==> src/rtl/phy_tx_lanes_pkg.sv <==
`default_nettype none
// ============================================================================
//  Module      : phy_tx_lanes_pkg
//  Description : Shared constants and helpers for the multi-lane PHY
//                transmitter (idle symbol default, striping geometry).
//  Revision    : 1.0 - initial release
// ============================================================================
package phy_tx_lanes_pkg;

    // K28.5 comma byte, sent on every lane slot that carries no data
    localparam logic [7:0] IDLE_SYM_DEF = 8'hBC;

    // Bytes each lane carries per input word
    function automatic int bytes_per_lane(input int data_w, input int lanes);
        return data_w / (8 * lanes);
    endfunction

endpackage
`default_nettype wire

==> src/rtl/phy_tx_fifo.sv <==
`default_nettype none
// ============================================================================
//  Module      : phy_tx_fifo
//  Description : Synchronous word FIFO with occupancy count. Push and pop in
//                the same cycle are both honoured, including when full.
//  Revision    : 1.0 - initial release
// ============================================================================
module phy_tx_fifo #(
    parameter int WIDTH = 32,
    parameter int DEPTH = 4,
    localparam int AW   = $clog2(DEPTH),
    localparam int CW   = AW + 1
) (
    input  logic             clk_i,
    input  logic             reset_i,
    input  logic             push_i,
    input  logic             pop_i,
    input  logic [WIDTH-1:0] wdata_i,
    output logic [WIDTH-1:0] rdata_o,
    output logic             full_o,
    output logic             empty_o,
    output logic [CW-1:0]    count_o
);

    logic [WIDTH-1:0] mem_q [DEPTH];
    logic [AW-1:0]    wr_ptr_q, wr_ptr_d;
    logic [AW-1:0]    rd_ptr_q, rd_ptr_d;
    logic [CW-1:0]    count_q, count_d;
    logic             do_push, do_pop;

    assign full_o  = (count_q == CW'(DEPTH));
    assign empty_o = (count_q == '0);
    assign count_o = count_q;
    assign rdata_o = mem_q[rd_ptr_q];

    // A pop frees a slot in the same cycle, so a push against a full FIFO is
    // only taken when it is paired with a pop.
    assign do_push = push_i && (!full_o || pop_i);
    assign do_pop  = pop_i && !empty_o;

    // Pointer and occupancy next-state; pointers wrap naturally (DEPTH is 2^n)
    always_comb begin
        wr_ptr_d = wr_ptr_q;
        rd_ptr_d = rd_ptr_q;
        count_d  = count_q;
        if (do_push) wr_ptr_d = wr_ptr_q + 1'b1;
        if (do_pop)  rd_ptr_d = rd_ptr_q + 1'b1;
        case ({do_push, do_pop})
            2'b10:   count_d = count_q + 1'b1;
            2'b01:   count_d = count_q - 1'b1;
            default: count_d = count_q;
        endcase
    end

    // Control state registers
    always_ff @(posedge clk_i or posedge reset_i) begin
        if (reset_i) begin
            wr_ptr_q <= '0;
            rd_ptr_q <= '0;
            count_q  <= '0;
        end else begin
            wr_ptr_q <= wr_ptr_d;
            rd_ptr_q <= rd_ptr_d;
            count_q  <= count_d;
        end
    end

    // Storage array; contents are don't-care until written
    always_ff @(posedge clk_i) begin
        if (do_push) mem_q[wr_ptr_q] <= wdata_i;
    end

endmodule
`default_nettype wire

==> src/rtl/phy_tx_lanes.sv <==
`default_nettype none
// ============================================================================
//  Module      : phy_tx_lanes
//  Description : Buffers MAC words, stripes their bytes across LANES serial
//                lanes and shifts each lane out MSB-first, one bit per clock.
//                Lanes carry IDLE_SYM whenever no word is queued.
//  Revision    : 1.0 - initial release
// ============================================================================
module phy_tx_lanes
    import phy_tx_lanes_pkg::*;
#(
    parameter int         DATA_W     = 32,
    parameter int         LANES      = 2,
    parameter int         FIFO_DEPTH = 4,
    parameter logic [7:0] IDLE_SYM   = IDLE_SYM_DEF
) (
    input  logic              clk_32f,
    input  logic              reset,
    input  logic [DATA_W-1:0] data_in,
    input  logic              valid_in,
    output logic              ready_out,
    output logic [LANES-1:0]  phy_tx_out,
    output logic              tx_active,
    output logic              overflow_err
);

    localparam int                BPL       = bytes_per_lane(DATA_W, LANES);
    localparam int                SLOT_W    = (BPL > 1) ? $clog2(BPL) : 1;
    localparam int                CW        = $clog2(FIFO_DEPTH) + 1;
    localparam logic [SLOT_W-1:0] LAST_SLOT = SLOT_W'(BPL - 1);
    localparam logic [DATA_W-1:0] IDLE_WORD = {(DATA_W / 8){IDLE_SYM}};

    logic [2:0]        bit_cnt_q, bit_cnt_d;
    logic [SLOT_W-1:0] slot_q, slot_d;
    logic [DATA_W-1:0] hold_q, hold_d;
    logic              tx_active_q, tx_active_d;
    logic              overflow_q, overflow_d;

    logic              fifo_push, fifo_pop, fifo_full, fifo_empty;
    logic [DATA_W-1:0] fifo_head;
    logic [CW-1:0]     fifo_count;

    logic              byte_end, word_end;
    logic [DATA_W-1:0] load_word;

    assign byte_end  = (bit_cnt_q == 3'd7);
    assign word_end  = byte_end && (slot_q == LAST_SLOT);
    assign ready_out = (fifo_count != CW'(FIFO_DEPTH));
    assign fifo_push = valid_in && ready_out;
    assign fifo_pop  = word_end && !fifo_empty;

    phy_tx_fifo #(
        .WIDTH (DATA_W),
        .DEPTH (FIFO_DEPTH)
    ) u_fifo (
        .clk_i   (clk_32f),
        .reset_i (reset),
        .push_i  (fifo_push),
        .pop_i   (fifo_pop),
        .wdata_i (data_in),
        .rdata_o (fifo_head),
        .full_o  (fifo_full),
        .empty_o (fifo_empty),
        .count_o (fifo_count)
    );

    // Bit/slot counters, word hold register and the data/idle decision
    always_comb begin
        bit_cnt_d   = bit_cnt_q + 3'd1;
        slot_d      = slot_q;
        hold_d      = hold_q;
        tx_active_d = tx_active_q;
        overflow_d  = overflow_q | (valid_in & fifo_full);
        if (byte_end) begin
            if (slot_q == LAST_SLOT) begin
                slot_d = '0;
                if (!fifo_empty) begin
                    hold_d      = fifo_head;
                    tx_active_d = 1'b1;
                end else begin
                    // An all-idle hold word keeps later slots idle too
                    hold_d      = IDLE_WORD;
                    tx_active_d = 1'b0;
                end
            end else begin
                slot_d = slot_q + 1'b1;
            end
        end
    end

    // At a word boundary lanes take slot 0 of the new hold word; at an inner
    // byte boundary the next slot is brought to the top of the word by shifting
    assign load_word = word_end ? hold_d
                                : (hold_q << (8 * LANES * (int'(slot_q) + 1)));

    // Shared counter and status registers
    always_ff @(posedge clk_32f or posedge reset) begin
        if (reset) begin
            bit_cnt_q   <= '0;
            slot_q      <= '0;
            hold_q      <= IDLE_WORD;
            tx_active_q <= 1'b0;
            overflow_q  <= 1'b0;
        end else begin
            bit_cnt_q   <= bit_cnt_d;
            slot_q      <= slot_d;
            hold_q      <= hold_d;
            tx_active_q <= tx_active_d;
            overflow_q  <= overflow_d;
        end
    end

    assign tx_active    = tx_active_q;
    assign overflow_err = overflow_q;

    for (genvar l = 0; l < LANES; l++) begin : g_lane
        logic [7:0] shreg_q, shreg_d;

        // Lane l owns byte (slot*LANES + l); shift out MSB-first in between
        always_comb begin
            shreg_d = {shreg_q[6:0], 1'b0};
            if (byte_end) shreg_d = load_word[DATA_W-1-8*l -: 8];
        end

        // Per-lane shift register; output bit is taken straight from the flop
        always_ff @(posedge clk_32f or posedge reset) begin
            if (reset) shreg_q <= IDLE_SYM;
            else       shreg_q <= shreg_d;
        end

        assign phy_tx_out[l] = shreg_q[7];
    end

endmodule
`default_nettype wire

==> config.mk <==
export PLATFORM = sky130hd
export DESIGN_NAME = phy_tx_lanes
export DESIGN_NICKNAME = d
export VERILOG_FILES = /design/src/rtl/phy_tx_lanes_pkg.sv /design/src/rtl/phy_tx_fifo.sv /design/src/rtl/phy_tx_lanes.sv
export SDC_FILE = /design/constraint.sdc
export NUM_CORES = 1
export LEC_CHECK = 0
export BUFFER_PORTS_ARGS = -buffer_cell sky130_fd_sc_hd__clkbuf_2
export CORE_ASPECT_RATIO = 1.2
export CORE_MARGIN = 2
export CORE_UTILIZATION = 56
export DETAILED_ROUTE_END_ITERATION = 6
export PLACE_DENSITY = 0.71
export SYNTH_ARGS = -nofsm -noshare
export SYNTH_HDL_FRONTEND = slang
export SYNTH_SLANG_ARGS = --single-unit
==> constraint.sdc <==
create_clock -name clk_32f -period 2.9 [get_ports clk_32f]
set_input_delay 0.58 -clock clk_32f [delete_from_list [all_inputs] [get_ports clk_32f]]
set_output_delay 0.58 -clock clk_32f [all_outputs]
set_load 0.005 [all_outputs]
==> metrics, run 1 <==
CTS tree=yes; RSZ-0062 raised after global routing=no; relative slew slack=40.2%; first-pass GRT wire length=17.5 mm; Cell variety after synth=30; Yosys warnings=0; vias per cell=5.58; final std cells w/o fill=549; Clock transition at path regs=0.06 ns; most common cell in the netlist=edfxtp_1; DR iter-0 viols=237; Num CTS Buffers=17; clock root buffer=clkbuf_16; Synth Area in XOR/XNOR=0.940%; detailed-router iteration count before antenna repair=4; PortBufs=39; power per cell area=997 nW/µm²; leakage power=2.73 nW; io pins=40; routed wire length=10.8 mm; cell area after synthesis=6520 µm²; Rows=43; Synth Area in Compound Gates=4.11%; Die ar.=12500 µm²; Final Cell Area=7520 µm²; worst-margin pin slew=0.896 ns; Final setup viols=0; worst skew pair latency=0.42 ns; post-cts sizing count=0; Synthesized Nets=371; Worst Path Required=3.25 ns; max cap viols=0; Die W=103 µm; Post-CTS Hold Buffers=0; prevailing post-synth register cell=edfxtp_1; post-route setup TNS=0 ns; Critical Path Start Type=flip-flop; Vias=3063; EDFF count, synth=128; Routed wire per std cell=19.7 µm; P&R area growth vs syn=15.3%; critical-path cell list=nor3b_1 -> nor2b_1 -> inv_1 -> ha_1 -> inv_1 -> fa_1 -> xor2_1 -> nor2_1 -> xor2_1; clk sinks=173; R2R depth=9; synthesized area per cell=19.9 µm²; Initial Util=56.9%; fin. max-slew vios=0; post-DP HPWL=6.58 mm; Buffers & Inverters on Critical Path=2; Clock Tree Buf Depth=2; Worst path max stage delay=0.44 ns; Max VDD drop=461 µV; Total GRT Usage=19.7%; Final Skew=0.00719 ns; final hold vios=0; DP Area=6900 µm²; family with the most delay on the worst path=simple AND/OR/NAND/NOR gates; Synth top cells by count=128 x edfxtp_1, 32 x mux4_2, 25 x dfrtp_1; GRT overflow=0; met2 usage in global routing=31.2%; main combinational cell family by area after synthesis=multiplexers; top cells by area, synth=edfxtp_1 59%, mux4_2 11%, dfrtp_1 9.6%, dfstp_2 8.1%, ha_1 1.3%; H-tree Lvls=4; Crit path depth=9; # placed instances=517; Final ANT Viol Nets=0; met3 Resource Use GR=4.78%; # diodes=0; CP arrival=2.57 ns; met1 usage=26.9%; number of global-route vias before repair=3251; critical path class=flip-flop to flip-flop; fmax=448 MHz; critical-path maximum fanout=7; post-synthesis cell count=328; CP max stage cell=dfrtp_1; Die Y=122 µm; Post-CTS Setup Bufs=0; period utilization=76.9%; pin count of the biggest net entering global routing=46; Yosys top cell by area=edfxtp_1; number of synthesized register bits=173; synthesized-area fraction occupied by and/or/nand/nor cells=3.11%; HP Class=input pin to asynchronous set/reset pin; drt drc=0; RePlAce Congestion=0.720; share of cells above drive strength 1=35.2%; initial antenna violation count=0; fin crit period=2.23 ns; Core Box Area=11500 µm²; Async S/R FF share, synth=26.0%; Synth Area in Adders=1.65%; status=finished, final reports clean; Most Crowded Layer GR=met2; CP Capture Type=flip-flop; Seq/Total Area, Yosys=76.6%; Net count, final=422; mux contribution to synthesized area=11.4%; area share of the largest cell type after synthesis=58.9%
-- state kept, by name (all words and copies together), names as in the netlist, named ones only --
signal           cells
overflow_err         1
tx_active            1
u_fifo.count_o       3
bit_cnt_q            3
u_fifo.wr_ptr_q      2
u_fifo.rd_ptr_q      2
slot_q               1
g_lane.shreg_q      16
u_fifo.mem_q       128
-- metrics by stage --
stage          util [%]  power, W  setup slack, ns  hold slack, ns
2_1_floorplan         -   0.00479            0.681           0.401
3_3_place_gp       60.2   0.00520            0.763           0.411
3_5_place_dp       60.2   0.00525            0.717           0.417
4_1_cts            65.6   0.00757            0.660           0.364
5_1_grt            65.6   0.00785            0.428           0.370
6_report           65.6   0.00750            0.670           0.334
-- report_power, final --
part           total (W)  switching [W]  internal (W)
registers        0.00374       0.000304       0.00343
logic            0.00145       0.000704      0.000741
clock network    0.00232       0.000909       0.00141
-- cell usage in the layout, fill, tap and decap left out, drive strengths merged, types with 10 or more instances in the layout --
cell | netlist | layout
mux4 | 32 | 32
clkbuf | 3 | 58
inv | 11 | 12
dfstp | 20 | 20
edfxtp | 128 | 128
dfrtp | 25 | 25
nor2 | 22 | 22
buf | 15 | 11
o22a | 10 | 10
nand2 | 10 | 10
-- metal layers --
metal | wire length, µm | up-vias
met1 | 4690 | 1621
met2 | 5650 | 53
met3 | 335 | 10
li1 | - | 1379
met4 | 150 | 0
met5 | 0 | -
-- final cells by class --
type / count / area [µm²]
clock inverters: 13 / 164
well taps: 157 / 196
flip-flops and latches: 173 / 5000
clock buffers: 19 / 454
fillers: 771 / 3940
multi-input cells: 126 / 1390
repair buffers: 50 / 278
inverters: 11 / 41.3
-- final timing paths --
| check | slack (ns) | endpoint | startpoint |
|---|---|---|---|
| setup / recovery | 0.67 | u_fifo.count_o[2] | u_fifo.count_o[0] |
| min in group clk_32f | 0.38 | overflow_err | valid_in |
| hold / removal | 0.33 | overflow_err | reset |
| hold reg to reg | 0.42 | bit_cnt_q[0] | bit_cnt_q[0] |
| setup reg to reg | 0.67 | u_fifo.count_o[2] | u_fifo.count_o[0] |
| max in group asynchronous | 1.95 | u_fifo.rd_ptr_q[0] | reset |
-- kinds of logic after synthesis --
family / Yosys count
fa+ha+maj: 8
compound gates: 32
simple gates: 45
buf+inv: 29
mux: 34
xor+xnor: 7
flops: 173
(Power assumes the default switching activity.)
==> run 2: changes to the inputs <==
--- a/config.mk
+++ b/config.mk
@@ -8,7 +8,7 @@
 export BUFFER_PORTS_ARGS = -buffer_cell sky130_fd_sc_hd__clkbuf_2
 export CORE_ASPECT_RATIO = 1.2
 export CORE_MARGIN = 2
-export CORE_UTILIZATION = 56
+export CORE_UTILIZATION = 53
 export DETAILED_ROUTE_END_ITERATION = 6
 export PLACE_DENSITY = 0.71
 export SYNTH_ARGS = -nofsm -noshare
==> constraint.sdc (replaced) <==
create_clock -name clk_32f -period 1.95 [get_ports clk_32f]
set_input_delay 0.39 -clock clk_32f [delete_from_list [all_inputs] [get_ports clk_32f]]
set_output_delay 0.39 -clock clk_32f [all_outputs]
set_load 0.005 [all_outputs]
==> metrics, run 2 (synthesis results as in run 1) <==
most common cell after layout, fill and taps aside=edfxtp_1; DP Area=6970 µm²; Clock transition at path regs=0.07 ns; Final setup viols=0; power per cell area=1480 nW/µm²; detailed-router iteration count before antenna repair=4; # fillers=813; Final Skew=0.00909 ns; Buffers & Inverters on Critical Path=3; commonest non-fill, non-tap cells in the layout=128 x edfxtp_1, 39 x clkbuf_2, 32 x mux4_2; Die W=105 µm; critical path class=flip-flop to flip-flop; H-tree Lvls=4; fin. max-slew vios=0; worst skew pair latency=0.41 ns; Crit path depth=10; max cap viols=0; CTS tree=yes; final hold vios=1; Core Box Area=12100 µm²; Rows=44; Critical Path Start Type=flip-flop; GRT overflow=0; register with the most flip-flops=u_fifo.mem_q; DR iter-0 viols=172; period utilization=99.0%; failing checks=hold timing; CP arrival=2.27 ns; # placed instances=527; RSZ-0062 raised after global routing=yes; Worst path max stage delay=0.39 ns; CP max stage cell=dfrtp_1; share of cells above drive strength 1=38.4%; relative slew slack=64.9%; final std cells w/o fill=559; status=complete, but fails checks; Clock Tree Buf Depth=2; Net count, final=428; first-pass GRT wire length=18.4 mm; routed wire length=11.0 mm; Routed wire per std cell=19.8 µm; HP Class=input pin to asynchronous set/reset pin; Num CTS Buffers=17; RePlAce Congestion=0.726; Final Cell Area=7590 µm²; Initial Util=54.1%; drt drc=0; vias per cell=5.50; Worst Path Required=2.29 ns; Fin Hold WS=-0.000117 ns; CP Capture Type=flip-flop; PortBufs=39; Vias=3076; critical-path cell list=nor3b_2 -> nor2b_1 -> buf_4 -> inv_1 -> ha_2 -> inv_1 -> fa_2 -> xor2_1 -> nor2_1 -> xor2_1; pin count of the biggest net entering global routing=33; post-route setup TNS=0 ns; # diodes=0; fmax=518 MHz; Final ANT Viol Nets=0; Max VDD drop=677 µV; clk sinks=173; io pins=40; Tot Pwr=0.0112 W; Total GRT Usage=18.6%; biggest regs=u_fifo.mem_q (128), g_lane.shreg_q (16); max reg flops=128; family with the most delay on the worst path=adder cells; initial antenna violation count=0; clock root buffer=clkbuf_16; Die ar.=13200 µm²; number of global-route vias before repair=3389; post-DP HPWL=6.92 mm; Die Y=126 µm; critical-path maximum fanout=7; worst-margin pin slew=0.525 ns; fin crit period=1.93 ns; P&R area growth vs syn=16.3%; Post-CTS Hold Buffers=0; R2R depth=10; leakage power=2.76 nW
-- run 2: cell types whose count changed in the layout (fill, tap and decap cells not counted), sizes merged --
cell	delta
inv	+8
buf	+6
clkinv	-4
clkbuf	-2
bufinv	-1
clkinvlp	-1
-- run 2: final timing paths --
path,start,endpoint,slack [ns]
min,reset,u_fifo.count_o[2],-0.0001
min reg2reg,bit_cnt_q[0],bit_cnt_q[0],0.43
max,u_fifo.count_o[1],u_fifo.count_o[2],0.02
max reg2reg,u_fifo.count_o[1],u_fifo.count_o[2],0.02
min in group clk_32f,data_in[17],u_fifo.mem_q[3][17],0.19
max in group asynchronous,reset,asynchronous set/reset pin,1.36
-- run 2: timing repair --
action	4_1_cts	5_1_grt
pin swaps	0	3
gates resized for setup	4	3
setup endpoints to repair	129	65
endpoints found under the hold margin	0	0
buffers inserted	0	0
-- run 2: layout make-up --
cell class	instances	area, µm²	share of cell area (%)
Inverter	11	41.3	0.544
Clock buffer	17	425	5.61
Clock inverter	15	174	2.29
Tap cell	161	201	2.66
Timing Repair Buffer	56	335	4.42
Multi-Input combinational cell	126	1410	18.6
Sequential cell	173	5000	65.8
-- run 2: where the power goes --
group          internal, W  leakage, nW  switching (W)
sequential         0.00511         1.68       0.000375
clock              0.00193        0.282        0.00142
combinational      0.00119        0.799        0.00117
-- run 2: stage by stage --
| step | util [%] | worst slack, ns |
|---|---|---|
| after floorplan | - | -0.140 |
| after global placement | 57.8 | -0.0465 |
| after detailed placement | 57.8 | -0.0757 |
| after CTS | 62.9 | -0.0353 |
| after global routing | 62.9 | -0.0744 |
| final | 62.9 | 0.0202 |
-- run 2: layer usage --
metal	vias up	part of all wire (%)	track usage, %
li1	1392	-	-
met1	1599	42	24.7
met2	75	53	30.4
met3	10	3.6	4.74
met4	0	1.3	6.27
met5	-	0	0
